## config.mk

```make
export PLATFORM = sky130hd
export DESIGN_NAME = order_manager
export DESIGN_NICKNAME = d
export VERILOG_FILES = /design/src/rtl/order_manager_pkg.sv /design/src/rtl/order_manager_cooldown_timer.sv /design/src/rtl/order_manager.sv
export SDC_FILE = /design/constraint.sdc
export NUM_CORES = 1
export LEC_CHECK = 0
export ABC_AREA = 1
export CORE_MARGIN = 1
export CORE_UTILIZATION = 37
export DETAILED_ROUTE_END_ITERATION = 6
export GPL_TIMING_DRIVEN = 0
export PLACE_DENSITY = 0.72
export SYNTH_ARGS = -nofsm -noshare
export SYNTH_HDL_FRONTEND = slang
export SYNTH_SLANG_ARGS = --single-unit
```

## constraint.sdc

```tcl
create_clock -name clk -period 3.9 [get_ports clk]
set_clock_uncertainty 0.15 [all_clocks]
set_input_delay 0.78 -clock clk [delete_from_list [all_inputs] [get_ports clk]]
set_output_delay 0.78 -clock clk [all_outputs]
set_load 0.03 [all_outputs]
```

## src/rtl/order_manager_pkg.sv

```systemverilog
// Shared order_manager definitions: FSM state encodings, order side constants,
// and the saturating drop-counter limit with its increment helper.
package order_manager_pkg;

   typedef enum logic [1:0] {
      ST_IDLE = 2'd0,
      ST_SEND = 2'd1,
      ST_COOL = 2'd2
   } state_t;

   localparam logic        SIDE_BUY  = 1'b1;
   localparam logic        SIDE_SELL = 1'b0;
   localparam logic [15:0] DROP_SAT  = 16'hFFFF;

   function automatic logic [15:0] sat_inc(input logic [15:0] v, input logic inc);
      return (inc && (v != DROP_SAT)) ? v + 16'd1 : v;
   endfunction

endpackage

```

## src/rtl/order_manager_cooldown_timer.sv

```systemverilog
// Loadable down-counter, count visible the cycle after load; done_o while it reads 1.
// No backpressure: load_i has priority over dec_i, and the count holds at 0.
module cooldown_timer #(
   parameter int W = 16
) (
   input  logic         clk,
   input  logic         rst_n,
   input  logic         load_i,
   input  logic [W-1:0] load_val_i,
   input  logic         dec_i,
   output logic         done_o
);

   logic [W-1:0] cnt_q, cnt_d;

   always_comb begin
      cnt_d = cnt_q;
      if (load_i) begin
         cnt_d = load_val_i;
      end else if (dec_i && (cnt_q != '0)) begin
         cnt_d = cnt_q - W'(1);
      end
   end

   always_ff @(posedge clk or negedge rst_n) begin
      if (!rst_n) begin
         cnt_q <= '0;
      end else begin
         cnt_q <= cnt_d;
      end
   end

   assign done_o = (cnt_q == W'(1));

endmodule

```

## src/rtl/order_manager.sv

```systemverilog
// Turns algo buy/sell ticks into single-qty orders under a position limit and post-fill cooldown.
// Order valid one cycle after accept, held until ord_ready; ORDER_MGR_STALE_EN adds a withdrawal timeout.
module order_manager
   import order_manager_pkg::*;
#(
   parameter int PRICE_W   = 32,
   parameter int QTY_W     = 16,
   parameter int ORDER_QTY = 1,
   parameter int POS_LIMIT = 8,
   parameter int COOLDOWN  = 4,
   parameter int STALE_CYC = 16
) (
   input  logic               clk,
   input  logic               rst_n,
   input  logic               sig_valid,
   input  logic               buy_sig,
   input  logic               sell_sig,
   input  logic [PRICE_W-1:0] time_,
   input  logic [PRICE_W-1:0] price_,
   output logic               ord_valid,
   input  logic               ord_ready,
   output logic               ord_side,
   output logic [PRICE_W-1:0] ord_price,
   output logic [PRICE_W-1:0] ord_time,
   output logic [QTY_W-1:0]   ord_qty,
   output logic [QTY_W-1:0]   position,
   output logic [15:0]        drop_cnt,
   output logic               busy
);

   localparam logic signed [QTY_W:0] QTY_X   = (QTY_W+1)'(ORDER_QTY);
   localparam logic signed [QTY_W:0] LIM_X   = (QTY_W+1)'(POS_LIMIT);
   localparam logic [QTY_W-1:0]      QTY_LD  = QTY_W'(ORDER_QTY);
   localparam logic [15:0]           COOL_LD = 16'(COOLDOWN);

   state_t                    state_q, state_d;
   logic                      side_q, side_d;
   logic [PRICE_W-1:0]        price_q, price_d;
   logic [PRICE_W-1:0]        time_q, time_d;
   logic signed [QTY_W-1:0]   pos_q, pos_d;
   logic [15:0]               drop_q, drop_d;
   logic                      drop_evt, accept, cool_load, cool_done, sig_nz;
   logic signed [QTY_W:0]     pos_ext, pos_up, pos_dn;

   // One extra bit of headroom so the limit compares can never wrap.
   assign pos_ext = {pos_q[QTY_W-1], pos_q};
   assign pos_up  = pos_ext + QTY_X;
   assign pos_dn  = pos_ext - QTY_X;
   assign sig_nz  = sig_valid && (buy_sig || sell_sig);

`ifdef ORDER_MGR_STALE_EN
   logic stale_done;

   cooldown_timer #(.W(16)) u_stale (
      .clk       (clk),
      .rst_n     (rst_n),
      .load_i    (accept),
      .load_val_i(16'(STALE_CYC)),
      .dec_i     (state_q == ST_SEND),
      .done_o    (stale_done)
   );
`endif

   cooldown_timer #(.W(16)) u_cool (
      .clk       (clk),
      .rst_n     (rst_n),
      .load_i    (cool_load),
      .load_val_i(COOL_LD),
      .dec_i     (state_q == ST_COOL),
      .done_o    (cool_done)
   );

   always_comb begin
      state_d   = state_q;
      side_d    = side_q;
      price_d   = price_q;
      time_d    = time_q;
      pos_d     = pos_q;
      drop_evt  = 1'b0;
      accept    = 1'b0;
      cool_load = 1'b0;
      case (state_q)
         ST_IDLE: begin
            if (sig_valid) begin
               if (buy_sig && sell_sig) begin
                  drop_evt = 1'b1;
               end else if (buy_sig) begin
                  if (pos_up <= LIM_X) begin
                     accept = 1'b1;
                     side_d = SIDE_BUY;
                  end else begin
                     drop_evt = 1'b1;
                  end
               end else if (sell_sig) begin
                  if (pos_dn >= -LIM_X) begin
                     accept = 1'b1;
                     side_d = SIDE_SELL;
                  end else begin
                     drop_evt = 1'b1;
                  end
               end
            end
            if (accept) begin
               price_d = price_;
               time_d  = time_;
               state_d = ST_SEND;
            end
         end
         ST_SEND: begin
            drop_evt = sig_nz;
            if (ord_ready) begin
               pos_d = (side_q == SIDE_BUY) ? pos_up[QTY_W-1:0] : pos_dn[QTY_W-1:0];
               if (COOLDOWN == 0) begin
                  state_d = ST_IDLE;
               end else begin
                  state_d   = ST_COOL;
                  cool_load = 1'b1;
               end
            end
`ifdef ORDER_MGR_STALE_EN
            else if (stale_done) begin
               state_d  = ST_IDLE;
               drop_evt = 1'b1;
            end
`endif
         end
         ST_COOL: begin
            drop_evt = sig_nz;
            if (cool_done) begin
               state_d = ST_IDLE;
            end
         end
         default: state_d = ST_IDLE;
      endcase
      drop_d = sat_inc(drop_q, drop_evt);
   end

   always_ff @(posedge clk or negedge rst_n) begin
      if (!rst_n) begin
         state_q <= ST_IDLE;
         side_q  <= 1'b0;
         price_q <= '0;
         time_q  <= '0;
         pos_q   <= '0;
         drop_q  <= '0;
      end else begin
         state_q <= state_d;
         side_q  <= side_d;
         price_q <= price_d;
         time_q  <= time_d;
         pos_q   <= pos_d;
         drop_q  <= drop_d;
      end
   end

   assign ord_valid = (state_q == ST_SEND);
   assign ord_side  = side_q;
   assign ord_price = price_q;
   assign ord_time  = time_q;
   assign ord_qty   = (state_q == ST_SEND) ? QTY_LD : '0;
   assign position  = pos_q;
   assign drop_cnt  = drop_q;
   assign busy      = (state_q != ST_IDLE);

endmodule

```

==> results of run 1 <==
[synthesized netlist by cell type]
library cell,instances,area share [%]
nand4_1,26,2.6
nor2_4,2,0.36
ha_1,10,2.0
nor2_1,58,3.4
a21oi_1,24,1.9
and3_4,1,0.18
o211ai_1,3,0.36
o22ai_1,2,0.20
nor2_2,3,0.30
inv_2,5,0.30
xor2_1,21,2.9
xnor2_1,6,0.83
nand3_2,2,0.32
nor4_1,3,0.30
and3_1,1,0.099
nor3_1,14,1.1
buf_6,6,1.1
o21a_1,3,0.36
clkbuf_1,17,1.0
o21ai_0,34,2.7
clkinv_1,3,0.18
conb_1,1,0.059
nand2_1,272,16
nand2_2,3,0.30
nand3b_1,1,0.12
dfrtp_1,115,46
or4_1,1,0.12
nand3_1,114,9.0
buf_2,4,0.32
buf_4,23,2.7
inv_1,54,3.2
[final cells by class]
type | count | area, um^2
Inverter | 62 | 233
Tap cell | 220 | 275
Antenna cell | 1 | 2.50
Buffer | 50 | 324
Timing Repair Buffer | 170 | 1720
Clock buffer | 17 | 425
Multi-Input combinational cell | 619 | 2940
Clock inverter | 15 | 123
Sequential cell | 115 | 2880
Fill cell | 1572 | 7720
[logic make-up after synthesis]
family	share of synthesized area, %
compound gates	5.50
xor+xnor	3.74
simple gates	34.4
flops	45.5
other cells	0.0593
buf+inv	8.81
fa+ha+maj	1.98
[flip-flops by register name, indices dropped and copies added (netlist names)]
| name | count |
|---|---|
| ord_time | 32 |
| u_cool.cnt_q | 16 |
| position | 16 |
| ord_side | 1 |
| ord_price | 32 |
| drop_cnt | 16 |
| state_q | 2 |
[power groups by stage]
stage	Combinational [uW]	Sequential [uW]	Clock [uW]
6_report	3750	2070	1450
5_1_grt	4090	2150	1540
4_1_cts	3770	2070	1480
2_1_floorplan	1550	2820	0
3_5_place_dp	3760	2080	0
3_3_place_gp	3720	2070	0
[metal layers]
metal	track usage [%]	vias to the layer above	routed length (um)
met5	0	-	0
met2	34.0	177	8460
li1	-	3091	-
met4	7.41	0	349
met1	26.3	2807	7610
met3	5.36	24	1070
[per-stage QoR]
stage	TNS, ns	power, uW
after floorplan	0	4370
after global placement	-318.09	5800
after detailed placement	0	5840
after CTS	0	7330
after global routing	0	7780
final	0	7270
[worst min path at each step]
stage	to	slack, ns	depth (start not counted)
6_report	drop_cnt[14]	0.06	1
3_5_place_dp	ord_time[13]	0.31	2
2_1_floorplan	u_cool.cnt_q[6]	0.31	1
4_1_cts	drop_cnt[14]	0.05	1
5_1_grt	drop_cnt[14]	0.06	1
3_3_place_gp	ord_price[4]	0.30	2
==> reports/qor.txt, run 1 <==
P_sw -> 3380 uW
# rows -> 47
Largest net degree at the start of global routing -> 94
Sequential fraction of the synthesis area -> 45.5%
H-tree depth -> 4
CTS tree -> built
Crit path from -> state_q[1]
Cts repair resizes -> 0
Drt wl/cell -> 13.8 um
Switching share of total power -> 46.4%
DR iter-0 viols -> 498
Area delta synth->final -> 41.1%
Ports -> 185
Clock root cell -> clkbuf_16
Worst-path cell with the longest stage delay -> clkdlybuf4s50_1
Postcts setup bufs -> 0
Layout cells sized above 1 -> 7.92%
Post-CTS Hold Buffers -> 0
PwrDens -> 815 mW/mm^2
CP startpoint kind -> flip-flop
Most frequent cells in the layout -> nand2_1 (272), clkdlybuf4s50_1 (168), dfrtp_1 (115)
Part of the cycle the worst path needs -> 75.5%
Ys Warns -> 0
Cell area after synthesis -> 0.00632 mm^2
R2r setup slk -> 1.09 ns
Vias in the first global route -> 5832
Vias per cell -> 4.81
# setup viols final -> 0
Placeable Area -> 0.0166 mm^2
Int Pwr -> 3900 uW
Crit end category -> output pin
R2r endpoint -> ord_price[16]
# DRC -> 0
Worst hold path type -> in2async
RSZ-0062 raised after global routing -> no
Place WS -> 1.03 ns
Cell total after placement -> 1236
Max-Cap Viols -> 0
Delay-heaviest family, CP -> buffers and inverters
Post-route setup slack -> 0.956 ns
Worst setup path endpoint -> ord_qty[0]
Initial Util -> 38.0%
P_leak -> 0.00426 uW
# port buffers -> 169
Worst-skew pair later-pin latency -> 0.41 ns
Die footprint -> 0.0176 mm^2
Max-slew violations -> 0
Die width -> 133 um
Net total in the final layout -> 1115
DIE HEIGHT -> 133 um
Via count -> 6099
Worst-path fanout max -> 4
Highest clock rate -> 340 MHz
Worst reg2reg startpoint -> position[1]
Clock sinks -> 115
Logic gate share of total power -> 51.6%
Unique masters post-synth -> 31
Worst r2r path cells -> 17
Arrival @ worst endpoint -> 2.01 ns
First-pass GRT wire length -> 28900 um
Clock Tree Buf Depth -> 2
Max incr delay on CP -> 0.65 ns
Power share of the clock group -> 19.9%
Worst hold slack -> 0.0574 ns
Total GRT Usage -> 20.7%
Routability cong. -> 0.928
Crit path required time -> 2.97 ns
Actual slew at the worst max-slew pin -> 0.568 ns
Worst slew margin -> 62.1%
First drt pass iteration count -> 5
Post-DP HPWL -> 12900 um
Min Tclk post-route -> 2.94 ns
Crit path cell chain -> inv_1, ha_1, buf_4, clkdlybuf4s50_1
CTS buffer count -> 17
Register share of total power -> 28.5%
Crit Path Category -> reg2out
Syn Area/Cell -> 7.60 um^2
Reg clk slew, reported paths -> 0.06 ns
Synth Instances -> 832
Run status -> finished, final reports clean
Fin cells -> 1269
Commonest non-fill, non-tap cell in the layout -> nand2_1
Final design utilization -> 53.6%
Final hold violation count -> 0
Initial antenna violation count -> 1
Grt total ovfl -> 0
ANT nets after route -> 0
Worst path bufs/invs -> 3
Placed cell area -> 0.00837 mm^2
Max IR drop VDD -> 0.000415 V
Post-layout instance area -> 0.00892 mm^2
CP Depth -> 4
Wirelength, routed -> 17500 um
#FFs+latches synth -> 115
No activity file was read; power rests on OpenSTA's default activity.
==> run 2: changes to the inputs <==
- clock period: 3.9 -> 2.9 ns (I/O delays scaled with it)
==> run 2 against run 1 <==
Effect of this change: largest power group unchanged; combinational power grew 37%; hold slack gained 0.26 ns; first-iteration DRC count shrank 8.2%.
==> reports/qor.txt, run 2 (synthesized netlist as in run 1, its figures left out) <==
Run status -> finished, final reports clean
Largest net degree at the start of global routing -> 94
Reg clk slew, reported paths -> 0.06 ns
Place WS -> 0.116 ns
Fin cells -> 1273
Grt met2 use -> 34.0%
Clock sinks -> 115
Most frequent cells in the layout -> nand2_1 (270), clkdlybuf4s50_1 (168), nand3_1 (114)
Net total in the final layout -> 1119
Logic gate share of total power -> 51.8%
Vias per cell -> 4.81
# rows -> 47
Total GRT Usage -> 20.7%
Hold path cells -> 2
Power share of the clock group -> 19.7%
Vias in the first global route -> 5835
Worst path bufs/invs -> 3
Final hold violation count -> 0
CP Depth -> 4
Max-slew violations -> 0
CTS buffer count -> 17
Max IR drop VDD -> 0.000558 V
Die footprint -> 0.0176 mm^2
Crit Path Category -> reg2out
CTS tree -> built
Placeable Area -> 0.0166 mm^2
Worst-path fanout max -> 4
Crit path required time -> 2.17 ns
CP startpoint kind -> flip-flop
Worst-path cell with the longest stage delay -> clkdlybuf4s50_1
ANT nets after route -> 0
First-pass GRT wire length -> 28900 um
Routability cong. -> 0.928
Crit path cell chain -> inv_1, ha_1, buf_4, clkdlybuf4s50_1
Post-route setup slack -> 0.173 ns
P_leak -> 0.00428 uW
Worst hold path type -> reg2reg
Global routing usage on met3 -> 5.36%
Post-DP HPWL -> 12900 um
Power Total -> 9870 uW
Worst-skew pair later-pin latency -> 0.41 ns
P_sw -> 4590 uW
Delay-heaviest family, CP -> buffers and inverters
Wirelength, routed -> 17600 um
DIE HEIGHT -> 133 um
Worst r2r path cells -> 16
# port buffers -> 169
Register share of total power -> 28.5%
Initial Util -> 38.0%
Initial antenna violation count -> 1
Max incr delay on CP -> 0.65 ns
Via count -> 6129
Die width -> 133 um
Cell total after placement -> 1236
Ports -> 185
First drt pass iteration count -> 5
Grt total ovfl -> 0
H-tree depth -> 4
Int Pwr -> 5280 uW
Commonest non-fill, non-tap cell in the layout -> nand2_1
Met1 usage -> 26.4%
Min Tclk post-route -> 2.73 ns
PwrDens -> 1090 mW/mm^2
Actual slew at the worst max-slew pin -> 0.603 ns
Busiest grt layer -> met2
Arrival @ worst endpoint -> 2.00 ns
Max-Cap Viols -> 0
Highest clock rate -> 367 MHz
# setup viols final -> 0
Worst slew margin -> 59.8%
Crit end category -> output pin
DR iter-0 viols -> 457
Post-layout instance area -> 0.00903 mm^2
Setup_tns -> 0 ns
Drt wl/cell -> 13.8 um
Part of the cycle the worst path needs -> 94.0%
# DRC -> 0
Placed cell area -> 0.00837 mm^2
Clock root cell -> clkbuf_16
Area delta synth->final -> 42.9%
Clock Tree Buf Depth -> 2
Switching share of total power -> 46.5%
Layout cells sized above 1 -> 9.89%
run 2: final cells by class:
cell class,count,area [um^2]
clock inverters,15,123
inverters,62,233
fillers,1551,7610
flip-flops and latches,115,2890
well taps,220,275
multi-input cells,619,3000
diodes,1,2.50
repair buffers,174,1750
clock buffers,17,425
plain buffers,50,337
run 2: tightest hold or removal path, delay by kind of cell (launching register included):
kind / cells / cell delay (ns)
flops: 1 / 0.34
simple gates: 2 / 0.09
run 2: power by group through the flow:
stage          clock network, uW  logic [uW]  registers (uW)
6_report                    1940        5120            2810
5_1_grt                     2070        5570            2910
4_1_cts                     2000        5070            2790
3_5_place_dp                   0        5060            2790
3_3_place_gp                   0        5010            2790
2_1_floorplan                  0        2080            3800
run 2: what timing repair did:
item	4_1_cts	5_1_grt
setup buffers	0	3
setup endpoints to repair	0	75
hold buffers	1	0
gates resized for setup	0	26
endpoints found under the hold margin	22	0
run 2: path summary, 6_finish.rpt:
path | startpoint | endpoint | slack [ns]
min in group asynchronous | rst_n | drop_cnt[14] | 0.43
hold reg to reg | ord_time[5] | ord_time[5] | 0.32
setup reg to reg | position[4] | ord_price[16] | 0.22
setup / recovery | state_q[1] | ord_qty[0] | 0.17
hold / removal | ord_time[5] | ord_time[5] | 0.32
max in group asynchronous | rst_n | ord_time[3] | 1.43
run 2: stage by stage:
step / hold slack, ns / utilization [%]
CTS: 0.322 / 53.6
global placement: 0.303 / 50.1
finish: 0.318 / 54.3
global route: 0.338 / 54.2
floorplan: 0.134 / -
detailed placement: 0.302 / 50.3
run 2: layer usage:
layer	wire, um	vias to the layer above
li1	-	3095
met1	7700	2829
met2	8520	185
met3	1090	20
met4	310	0
met5	0	-
==> run 3: changes to the inputs <==
- CORE_ASPECT_RATIO: default -> 0.6
==> run 3 against run 2 <==
Effect of this change: first-iteration DRC count up 12%; largest cell class unchanged; power up 3.6%; clock-buffer cell count unchanged; highest routed layer unchanged.
==> reports/qor.txt, run 3 (synthesized netlist as in run 1, its figures left out) <==
Run status -> finished, final reports clean
Part of the cycle the worst path needs -> 93.7%
Routability cong. -> 0.964
# setup viols final -> 0
Largest net degree at the start of global routing -> 88
Highest routed layer -> met4
H-tree depth -> 4
Actual slew at the worst max-slew pin -> 0.606 ns
Worst setup path endpoint -> ord_time[25]
Max-slew violations -> 0
Clock Tree Buf Depth -> 2
Arrival @ worst endpoint -> 2.90 ns
Grt total ovfl -> 0
Worst path bufs/invs -> 3
Clock root cell -> clkbuf_16
First-pass GRT wire length -> 29700 um
Hold path cells -> 2
CP Depth -> 18
Post-DP HPWL -> 14300 um
Min Tclk post-route -> 2.72 ns
Via count -> 6151
# port buffers -> 169
P_leak -> 0.00431 uW
CTS buffer count -> 17
Worst-path cell with the longest stage delay -> dfrtp_2
Met3 Routed Length -> 1900 um
Die footprint -> 0.0176 mm^2
M1 wire length -> 9370 um
First drt pass iteration count -> 5
Worst-path fanout max -> 10
Die width -> 171 um
RSZ-0062 raised after global routing -> yes
Crit path cell chain -> ha_2, nand2_2, nor2_2, inv_2, nand2_1, nand3_1, nor2_1, nand2_1, nor2_2, nand3_1, nand2_1, nand2_1, nand2_1, and3_4, buf_4, buf_4, nand3_1, nand2_1
Vias per cell -> 4.81
Worst hold path type -> reg2reg
Area delta synth->final -> 43.1%
R2r setup slk -> 0.18 ns
Initial antenna violation count -> 0
Drt wl/cell -> 14.7 um
PwrDens -> 1130 mW/mm^2
Delay-heaviest family, CP -> simple AND/OR/NAND/NOR gates
# DRC -> 0
Crit end category -> flip-flop
Diodes inserted -> 0
Worst reg2reg startpoint -> position[1]
Max incr delay on CP -> 0.43 ns
# rows -> 36
Initial Util -> 38.3%
Placeable Area -> 0.0165 mm^2
Placed cell area -> 0.00838 mm^2
Max IR drop VDD -> 0.000525 V
Most frequent cells in the layout -> nand2_1 (271), clkdlybuf4s50_1 (168), nand3_1 (114)
R2r endpoint -> ord_time[25]
Fillers -> 1551
Highest clock rate -> 368 MHz
Wirelength, routed -> 18900 um
Total GRT Usage -> 21.9%
CTS tree -> built
Clock sinks -> 115
Worst hold path startpoint -> ord_price[30]
Top cell by count, worst path -> nand2_1
Setup_tns -> 0 ns
DIE HEIGHT -> 103 um
Max-Cap Viols -> 0
Final hold violation count -> 0
Crit path from -> position[1]
ANT nets after route -> 0
Crit Path Category -> reg2reg
Commonest non-fill, non-tap cell in the layout -> nand2_1
Net total in the final layout -> 1117
CP startpoint kind -> flip-flop
Reg clk slew, reported paths -> 0.06 ns
Layout cells sized above 1 -> 9.24%
Vias in the first global route -> 5651
Crit path required time -> 3.08 ns
Post-layout instance area -> 0.00905 mm^2
Worst-skew pair later-pin latency -> 0.41 ns
Worst slew margin -> 59.6%
Ports -> 185
DR iter-0 viols -> 510
DR WL met2 -> 7440 um
Worst r2r path cells -> 18
[run 3: worst register-to-register path: cells and delay by family, from the launching register on]
family / cells / cell delay [ns]
and+or+nand+nor: 14 / 1.44
DFF: 1 / 0.43
buffers and inverters: 3 / 0.42
adders and majority gates: 1 / 0.23
[run 3: how the worst min path moves through the flow]
stage                               end  slack [ns]
after global routing        ord_time[1]        0.34
after floorplan             drop_cnt[0]        0.13
final                     ord_price[30]        0.32
after global placement     ord_time[20]        0.30
after CTS                  ord_time[23]        0.32
after detailed placement   ord_time[23]        0.31
[run 3: metrics by stage]
step | cells | total power, uW | worst slack, ns | util, % | hold slack [ns]
final | 1278 | 10200 | 0.184 | 54.9 | 0.320
after global placement | 1243 | 7850 | -3.60 | 50.7 | 0.303
after CTS | 1277 | 10200 | 0.0736 | 54.7 | 0.323
after global routing | 1278 | 10900 | -0.0195 | 54.9 | 0.343
after detailed placement | 1244 | 7940 | 0.0953 | 50.8 | 0.309
after floorplan | 846 | 5880 | 0.312 | - | 0.134
[run 3: where the power goes]
group	leakage [uW]	internal [uW]	switching (uW)	total, uW
Clock	0.000303	1380	833	2210
Combinational	0.00254	1900	3260	5160
Sequential	0.00146	2260	591	2850
[run 3: timing repair]
action                                  in CTS  in global routing
endpoints found under the hold margin       28                  0
buffers inserted                             0                  1
hold buffers                                 1                  0
endpoints found under the setup margin       0                 73
resized for setup                            0                 16
[run 3: per-layer routing]
layer  up-vias  global-route usage (%)
met3        13                    6.85
met5         -                       0
li1       3109                       -
met2       262                    30.1
met1      2767                    32.8
met4         0                    5.47
[run 3: layout make-up]
type,instances,area [um^2],share of cell area (%)
repair buffers,172,1740,19.2
inverters,62,233,2.57
flip-flops and latches,115,2880,31.9
plain buffers,50,325,3.60
multi-input cells,619,2960,32.7
well taps,228,285,3.15
clock buffers,17,425,4.70
clock inverters,15,195,2.16
